**src/rtl/parking_gate_if.sv**
```systemverilog
// Lane-sensor and barrier-motor signal bundle; master drives the sensors, slave is the gate controller.
// manual_open exists only when MANUAL_OVERRIDE_EN is defined.
interface parking_gate_if #(
   parameter int CNT_W = 4
);
   logic             entry_sensor;
   logic             exit_sensor;
   logic             pass_sensor;
   logic             obstruction;
`ifdef MANUAL_OVERRIDE_EN
   logic             manual_open;
`endif
   logic             gate_open;
   logic             gate_close;
   logic             gate_is_open;
   logic [CNT_W-1:0] occupancy;
   logic             lot_full;
   logic             entry_denied;

   modport master (
      output entry_sensor, exit_sensor, pass_sensor, obstruction,
`ifdef MANUAL_OVERRIDE_EN
      output manual_open,
`endif
      input  gate_open, gate_close, gate_is_open, occupancy, lot_full, entry_denied
   );

   modport slave (
      input  entry_sensor, exit_sensor, pass_sensor, obstruction,
`ifdef MANUAL_OVERRIDE_EN
      input  manual_open,
`endif
      output gate_open, gate_close, gate_is_open, occupancy, lot_full, entry_denied
   );
endinterface

```
**src/rtl/parking_gate_controller.sv**
```systemverilog
// Barrier FSM with occupancy count and closing reversal; sensor edges act on the sampling clock, outputs follow one edge later.
// No backpressure: motor drives decode from state; MANUAL_OVERRIDE_EN adds the manual_open hold-open input.
module parking_gate_controller #(
   parameter int TRAVEL_CYCLES = 4,
   parameter int HOLD_CYCLES   = 16,
   parameter int CAPACITY      = 8,
   parameter int CNT_W         = 4
) (
   input logic           clk,
   input logic           reset_n,
   parking_gate_if.slave gate
);
   localparam int TMAX = (TRAVEL_CYCLES > HOLD_CYCLES) ? TRAVEL_CYCLES : HOLD_CYCLES;
   localparam int TW   = $clog2(TMAX + 1);

   localparam logic [TW-1:0]    TRAVEL_T = TW'(TRAVEL_CYCLES);
   localparam logic [TW-1:0]    HOLD_T   = TW'(HOLD_CYCLES);
   localparam logic [TW-1:0]    ONE_T    = TW'(1);
   localparam logic [CNT_W-1:0] CAP_V    = CNT_W'(CAPACITY);
   localparam logic [CNT_W-1:0] ONE_C    = CNT_W'(1);

   typedef enum logic [1:0] {
      CLOSED  = 2'd0,
      OPENING = 2'd1,
      OPEN    = 2'd2,
      CLOSING = 2'd3
   } state_t;

   state_t           state, state_nxt;
   logic [TW-1:0]    timer, timer_nxt;
   logic [CNT_W-1:0] occ, occ_nxt;
   logic             denied, denied_nxt;
   logic             entry_d, exit_d, pass_d;
   logic             entry_edge, exit_edge, pass_edge;
   logic             manual_req;

`ifdef MANUAL_OVERRIDE_EN
   assign manual_req = gate.manual_open;
`else
   assign manual_req = 1'b0;
`endif

   assign entry_edge = gate.entry_sensor & ~entry_d;
   assign exit_edge  = gate.exit_sensor  & ~exit_d;
   assign pass_edge  = gate.pass_sensor  & ~pass_d;

   always_ff @(posedge clk or negedge reset_n) begin
      if (!reset_n) begin
         state   <= CLOSED;
         timer   <= '0;
         occ     <= '0;
         denied  <= 1'b0;
         entry_d <= 1'b0;
         exit_d  <= 1'b0;
         pass_d  <= 1'b0;
      end else begin
         state   <= state_nxt;
         timer   <= timer_nxt;
         occ     <= occ_nxt;
         denied  <= denied_nxt;
         entry_d <= gate.entry_sensor;
         exit_d  <= gate.exit_sensor;
         pass_d  <= gate.pass_sensor;
      end
   end

   // Timers load their full count on state entry and expire on the cycle they read 1.
   always_comb begin
      state_nxt  = state;
      timer_nxt  = timer;
      occ_nxt    = occ;
      denied_nxt = 1'b0;
      case (state)
         CLOSED: begin
            if (manual_req) begin
               state_nxt = OPENING;
               timer_nxt = TRAVEL_T;
            end else if (exit_edge) begin
               state_nxt  = OPENING;
               timer_nxt  = TRAVEL_T;
               denied_nxt = entry_edge;
               if (occ != '0) occ_nxt = occ - ONE_C;
            end else if (entry_edge) begin
               if (occ < CAP_V) begin
                  state_nxt = OPENING;
                  timer_nxt = TRAVEL_T;
                  occ_nxt   = occ + ONE_C;
               end else begin
                  denied_nxt = 1'b1;
               end
            end
         end
         OPENING: begin
            if (timer <= ONE_T) begin
               state_nxt = OPEN;
               timer_nxt = HOLD_T;
            end else begin
               timer_nxt = timer - ONE_T;
            end
         end
         OPEN: begin
            if (manual_req) begin
               timer_nxt = HOLD_T;
            end else if (pass_edge || timer <= ONE_T) begin
               state_nxt = CLOSING;
               timer_nxt = TRAVEL_T;
            end else begin
               timer_nxt = timer - ONE_T;
            end
         end
         CLOSING: begin
            if (gate.obstruction || manual_req) begin
               state_nxt = OPENING;
               timer_nxt = TRAVEL_T;
            end else if (timer <= ONE_T) begin
               state_nxt = CLOSED;
               timer_nxt = '0;
            end else begin
               timer_nxt = timer - ONE_T;
            end
         end
         default: begin
            state_nxt = CLOSED;
            timer_nxt = '0;
         end
      endcase
   end

   assign gate.gate_open    = (state == OPENING);
   assign gate.gate_close   = (state == CLOSING);
   assign gate.gate_is_open = (state == OPEN);
   assign gate.occupancy    = occ;
   assign gate.lot_full     = (occ == CAP_V);
   assign gate.entry_denied = denied;
endmodule

```
**src/flat_wrapper.sv**
```systemverilog
// flat-port wrapper written by rule: the top's interface ports become plain ports
module parking_gate_controller_flat 
#(
   parameter int TRAVEL_CYCLES = 4,
   parameter int HOLD_CYCLES   = 16,
   parameter int CAPACITY      = 8,
   parameter int CNT_W         = 4
)
  (clk, reset_n, gate_entry_sensor, gate_exit_sensor, gate_pass_sensor, gate_obstruction, gate_gate_open, gate_gate_close, gate_gate_is_open, gate_occupancy, gate_lot_full, gate_entry_denied);
  parking_gate_if #(.CNT_W(CNT_W)) gate_i ();
  input logic clk;
  input logic reset_n;
  input wire logic [$bits(gate_i.entry_sensor)-1:0] gate_entry_sensor;
  input wire logic [$bits(gate_i.exit_sensor)-1:0] gate_exit_sensor;
  input wire logic [$bits(gate_i.pass_sensor)-1:0] gate_pass_sensor;
  input wire logic [$bits(gate_i.obstruction)-1:0] gate_obstruction;
  output wire logic [$bits(gate_i.gate_open)-1:0] gate_gate_open;
  output wire logic [$bits(gate_i.gate_close)-1:0] gate_gate_close;
  output wire logic [$bits(gate_i.gate_is_open)-1:0] gate_gate_is_open;
  output wire logic [$bits(gate_i.occupancy)-1:0] gate_occupancy;
  output wire logic [$bits(gate_i.lot_full)-1:0] gate_lot_full;
  output wire logic [$bits(gate_i.entry_denied)-1:0] gate_entry_denied;
  assign gate_i.entry_sensor = gate_entry_sensor;
  assign gate_i.exit_sensor = gate_exit_sensor;
  assign gate_i.pass_sensor = gate_pass_sensor;
  assign gate_i.obstruction = gate_obstruction;
  assign gate_gate_open = gate_i.gate_open;
  assign gate_gate_close = gate_i.gate_close;
  assign gate_gate_is_open = gate_i.gate_is_open;
  assign gate_occupancy = gate_i.occupancy;
  assign gate_lot_full = gate_i.lot_full;
  assign gate_entry_denied = gate_i.entry_denied;
  parking_gate_controller #(.TRAVEL_CYCLES(TRAVEL_CYCLES), .HOLD_CYCLES(HOLD_CYCLES), .CAPACITY(CAPACITY), .CNT_W(CNT_W)) u_core (.clk(clk), .reset_n(reset_n), .gate(gate_i));
endmodule
```
**config.mk**
```make
export PLATFORM = sky130hd
export DESIGN_NAME = parking_gate_controller_flat
export DESIGN_NICKNAME = d
export VERILOG_FILES = /design/src/rtl/parking_gate_if.sv /design/src/rtl/parking_gate_controller.sv /design/src/flat_wrapper.sv
export SDC_FILE = /design/constraint.sdc
export NUM_CORES = 1
export LEC_CHECK = 0
export ABC_CLOCK_PERIOD_IN_PS = 4100
export CAP_MARGIN = 5
export CORE_MARGIN = 5
export CORE_UTILIZATION = 59
export CTS_BUF_LIST = sky130_fd_sc_hd__clkbuf_4 sky130_fd_sc_hd__clkbuf_8
export DETAILED_ROUTE_END_ITERATION = 8
export GPL_TIMING_DRIVEN = 0
export PLACE_DENSITY_LB_ADDON = 0.25
export SKIP_CTS_REPAIR_TIMING = 1
export SYNTH_ARGS = -nofsm -noshare
export SYNTH_HDL_FRONTEND = slang
export SYNTH_SLANG_ARGS = --single-unit
```
**constraint.sdc**
```tcl
create_clock -name clk -period 4.1 [get_ports clk]
set_input_delay 0.82 -clock clk [delete_from_list [all_inputs] [get_ports clk]]
set_output_delay 0.82 -clock clk [all_outputs]
set_load 0.1 [all_outputs]
```
==> flow_metrics.py <==
metrics = {
    "outcome": {
        "status": "finished clean",
    },
    "detailed_routing": {
        "first_iter_violations": 14,
        "wl_per_cell_um": 14.5,
        "firstDrtPassIters": 4,
        "drc": 0,
        "routed_via_density": 5.78,
        "wl_mm": 1.74,
        "antenna_left": 0,
        "num_vias": 693,
    },
    "clocking": {
        "cts_buffers": 3,
        "cts.sinks": 15,
        "insertion_delay_ps": 280,
        "cts.path.max_buffers": 2,
        "cts_tree": "done",
        "cts.clk_slew.worst_paths_ps": 80,
        "root_buffer": "clkbuf_4",
        "htree_levels": 1,
    },
    "timing": {
        "tightest_slew_ps": 980,
        "clock_skew_ps": 11.2,
        "rsz0062_at_grt": "false",
        "min_period_ps": 3130,
        "slew_headroom": 0.344,
        "fmax_mhz": 320,
        "slew_violations": 0,
        "fin_crit_sh": 0.763,
        "fin_ws_ps": 971,
        "finalSetupViolations": 0,
        "finalHoldViolCount": 0,
        "setup-tns-final_ps": 0,
    },
    "placed_design": {
        "gp_congestion": 0.779,
        "numPortBuffers": 14,
        "hpwlAfterDp_mm": 1.39,
        "dpl_worst_slack_ps": 1260,
    },
    "floorplanning": {
        "io-pin-count": 15,
        "rows": 14,
        "fp.dieW_um": 50.7,
        "dieHeight_um": 50.7,
        "floorplan.initialDensity": 0.635,
        "core_mm2": 0.00154,
        "die_area_mm2": 0.00257,
    },
    "final_layout": {
        "final_cell_mix": "15 x dfrtp_1, 14 x clkdlybuf4s50_1, 9 x inv_1, 9 x ha_1",
        "final_layout_size_suffix_gt1_frac": 0.212,
        "layout_commonest_cell": "dfrtp_1",
        "fillCellCount": 107,
        "nNetsFinal": 121,
        "syn_to_final_growth_pct": 19.4,
        "antennaDiodeCount": 0,
    },
    "setup_path": {
        "regToRegSetupSlack_ps": 2410,
        "worst_setup_path_end_kind": "primary output",
        "worst_setup_path_start_kind": "register",
        "crit_type": "reg -> out",
        "rr_startpoint": "u_core.state[1]",
        "reg2reg_depth": 7,
        "cp.required_ps": 3280,
        "crit_arrival_ps": 2310,
        "r2r-end": "u_core.gate.occupancy[3]",
        "cp_max_fo": 6,
    },
    "synth": {
        "syn_nets": 102,
        "synthArstFlopShare": 1.00,
        "synth_edf_count": 0,
        "synth-seq-area-share": 0.384,
        "syn_area_per_cell_um2": 11.4,
        "syn_area_um2": 978,
        "synth_cell_type_count": 40,
        "yosys.area.top_type": "dfrtp_1",
        "synth_top_cell_area_share": 0.384,
        "yosys_warnings": 0,
        "synthTopCellsByArea": "dfrtp_1 38%, ha_1 12%, o21ai_2 4.5%",
        "synth-main-ff-cell": "dfrtp_1",
        "synth-seq-cells": 15,
        "syn_inst": 86,
    },
    "global_route": {
        "grt_pass1_wl_mm": 3.19,
        "grt_use_total": 0.163,
        "antenna_found_initial": 0,
        "grt_max_degree": 16,
        "overflow": 0,
        "grt_pass1_vias": 732,
    },
    "hold_path": {
        "hold_class": "reg -> reg",
        "hold_path_depth": 2,
        "min-delay-start": "u_core.entry_d",
        "worstHoldEndpoint": "u_core.gate.entry_denied",
    },
    "job": {
        "drv_cap": 0,
    },
}
## how the worst max path moves through the flow
stage,to,cells past startpoint,start,slack [ps]
CTS,gate_lot_full,3,u_core.gate.occupancy[0],940
global placement,gate_lot_full,3,u_core.gate.occupancy[1],1270
finish,gate_lot_full,3,u_core.gate.occupancy[0],970
floorplan,gate_lot_full,2,u_core.gate.occupancy[0],1320
detailed placement,gate_lot_full,3,u_core.gate.occupancy[0],1260
global route,gate_lot_full,3,u_core.gate.occupancy[0],840
## critical path: stages (launching register included)
cell and delay, ps:
dfrtp_1 450, nor3_1 280, and2_1 170, clkdlybuf4s50_1 1120
## sequential cells by signal, summed over array words and instances (netlist names)
| name | flops |
|---|---|
| u_core.entry_d | 1 |
| u_core.exit_d | 1 |
| u_core.gate.entry_denied | 1 |
| u_core.gate.occupancy | 4 |
| u_core.pass_d | 1 |
| u_core.state | 2 |
| u_core.timer | 5 |
## cell type report
cell class | instances | area (µm²) | area share
buffer | 1 | 7.51 | 0.00642
clock buffer | 4 | 30.0 | 0.0257
inverter | 10 | 37.5 | 0.0321
multi-input combinational | 60 | 558 | 0.478
sequential | 15 | 375 | 0.321
tap | 16 | 20.0 | 0.0171
timing repair buffer | 14 | 140 | 0.120
## logic make-up after synthesis
logic type | share of synthesized area
AOI/OAI and AO/OA | 0.235
and+or+nand+nor | 0.132
DFF | 0.384
buffers and inverters | 0.0460
adders and majority gates | 0.136
xor gates and xnor gates | 0.0269
muxes | 0.0409
## cells in the mapped netlist, types with 2 or more instances
master	count
nor2_1	3
mux2_4	2
xor2_1	2
ha_1	9
nand2b_4	3
a21oi_1	2
o21ai_2	5
dfrtp_1	15
inv_1	9
nand2_1	5
nor3_1	2
## metal layers
metal,up-vias,wire length (µm),global-route usage
li1,346,-,-
met1,334,775,0.204
met2,10,867,0.250
met3,3,79,0.0680
met4,0,17,0.0553
met5,-,0,0
## through the flow
stage               instances  utilization  hold slack (ps)  instance area, µm²
floorplan                  86            -              505                 978
global placement          116        0.739              521                1140
detailed placement        116        0.739              533                1140
CTS                       120        0.758              536                1170
global route              120        0.758              587                1170
finish                    120        0.758              525                1170
Power is left out: the tool's default activity adds up to more than one toggle a clock period on the data nets, which glitch-free logic cannot reach.
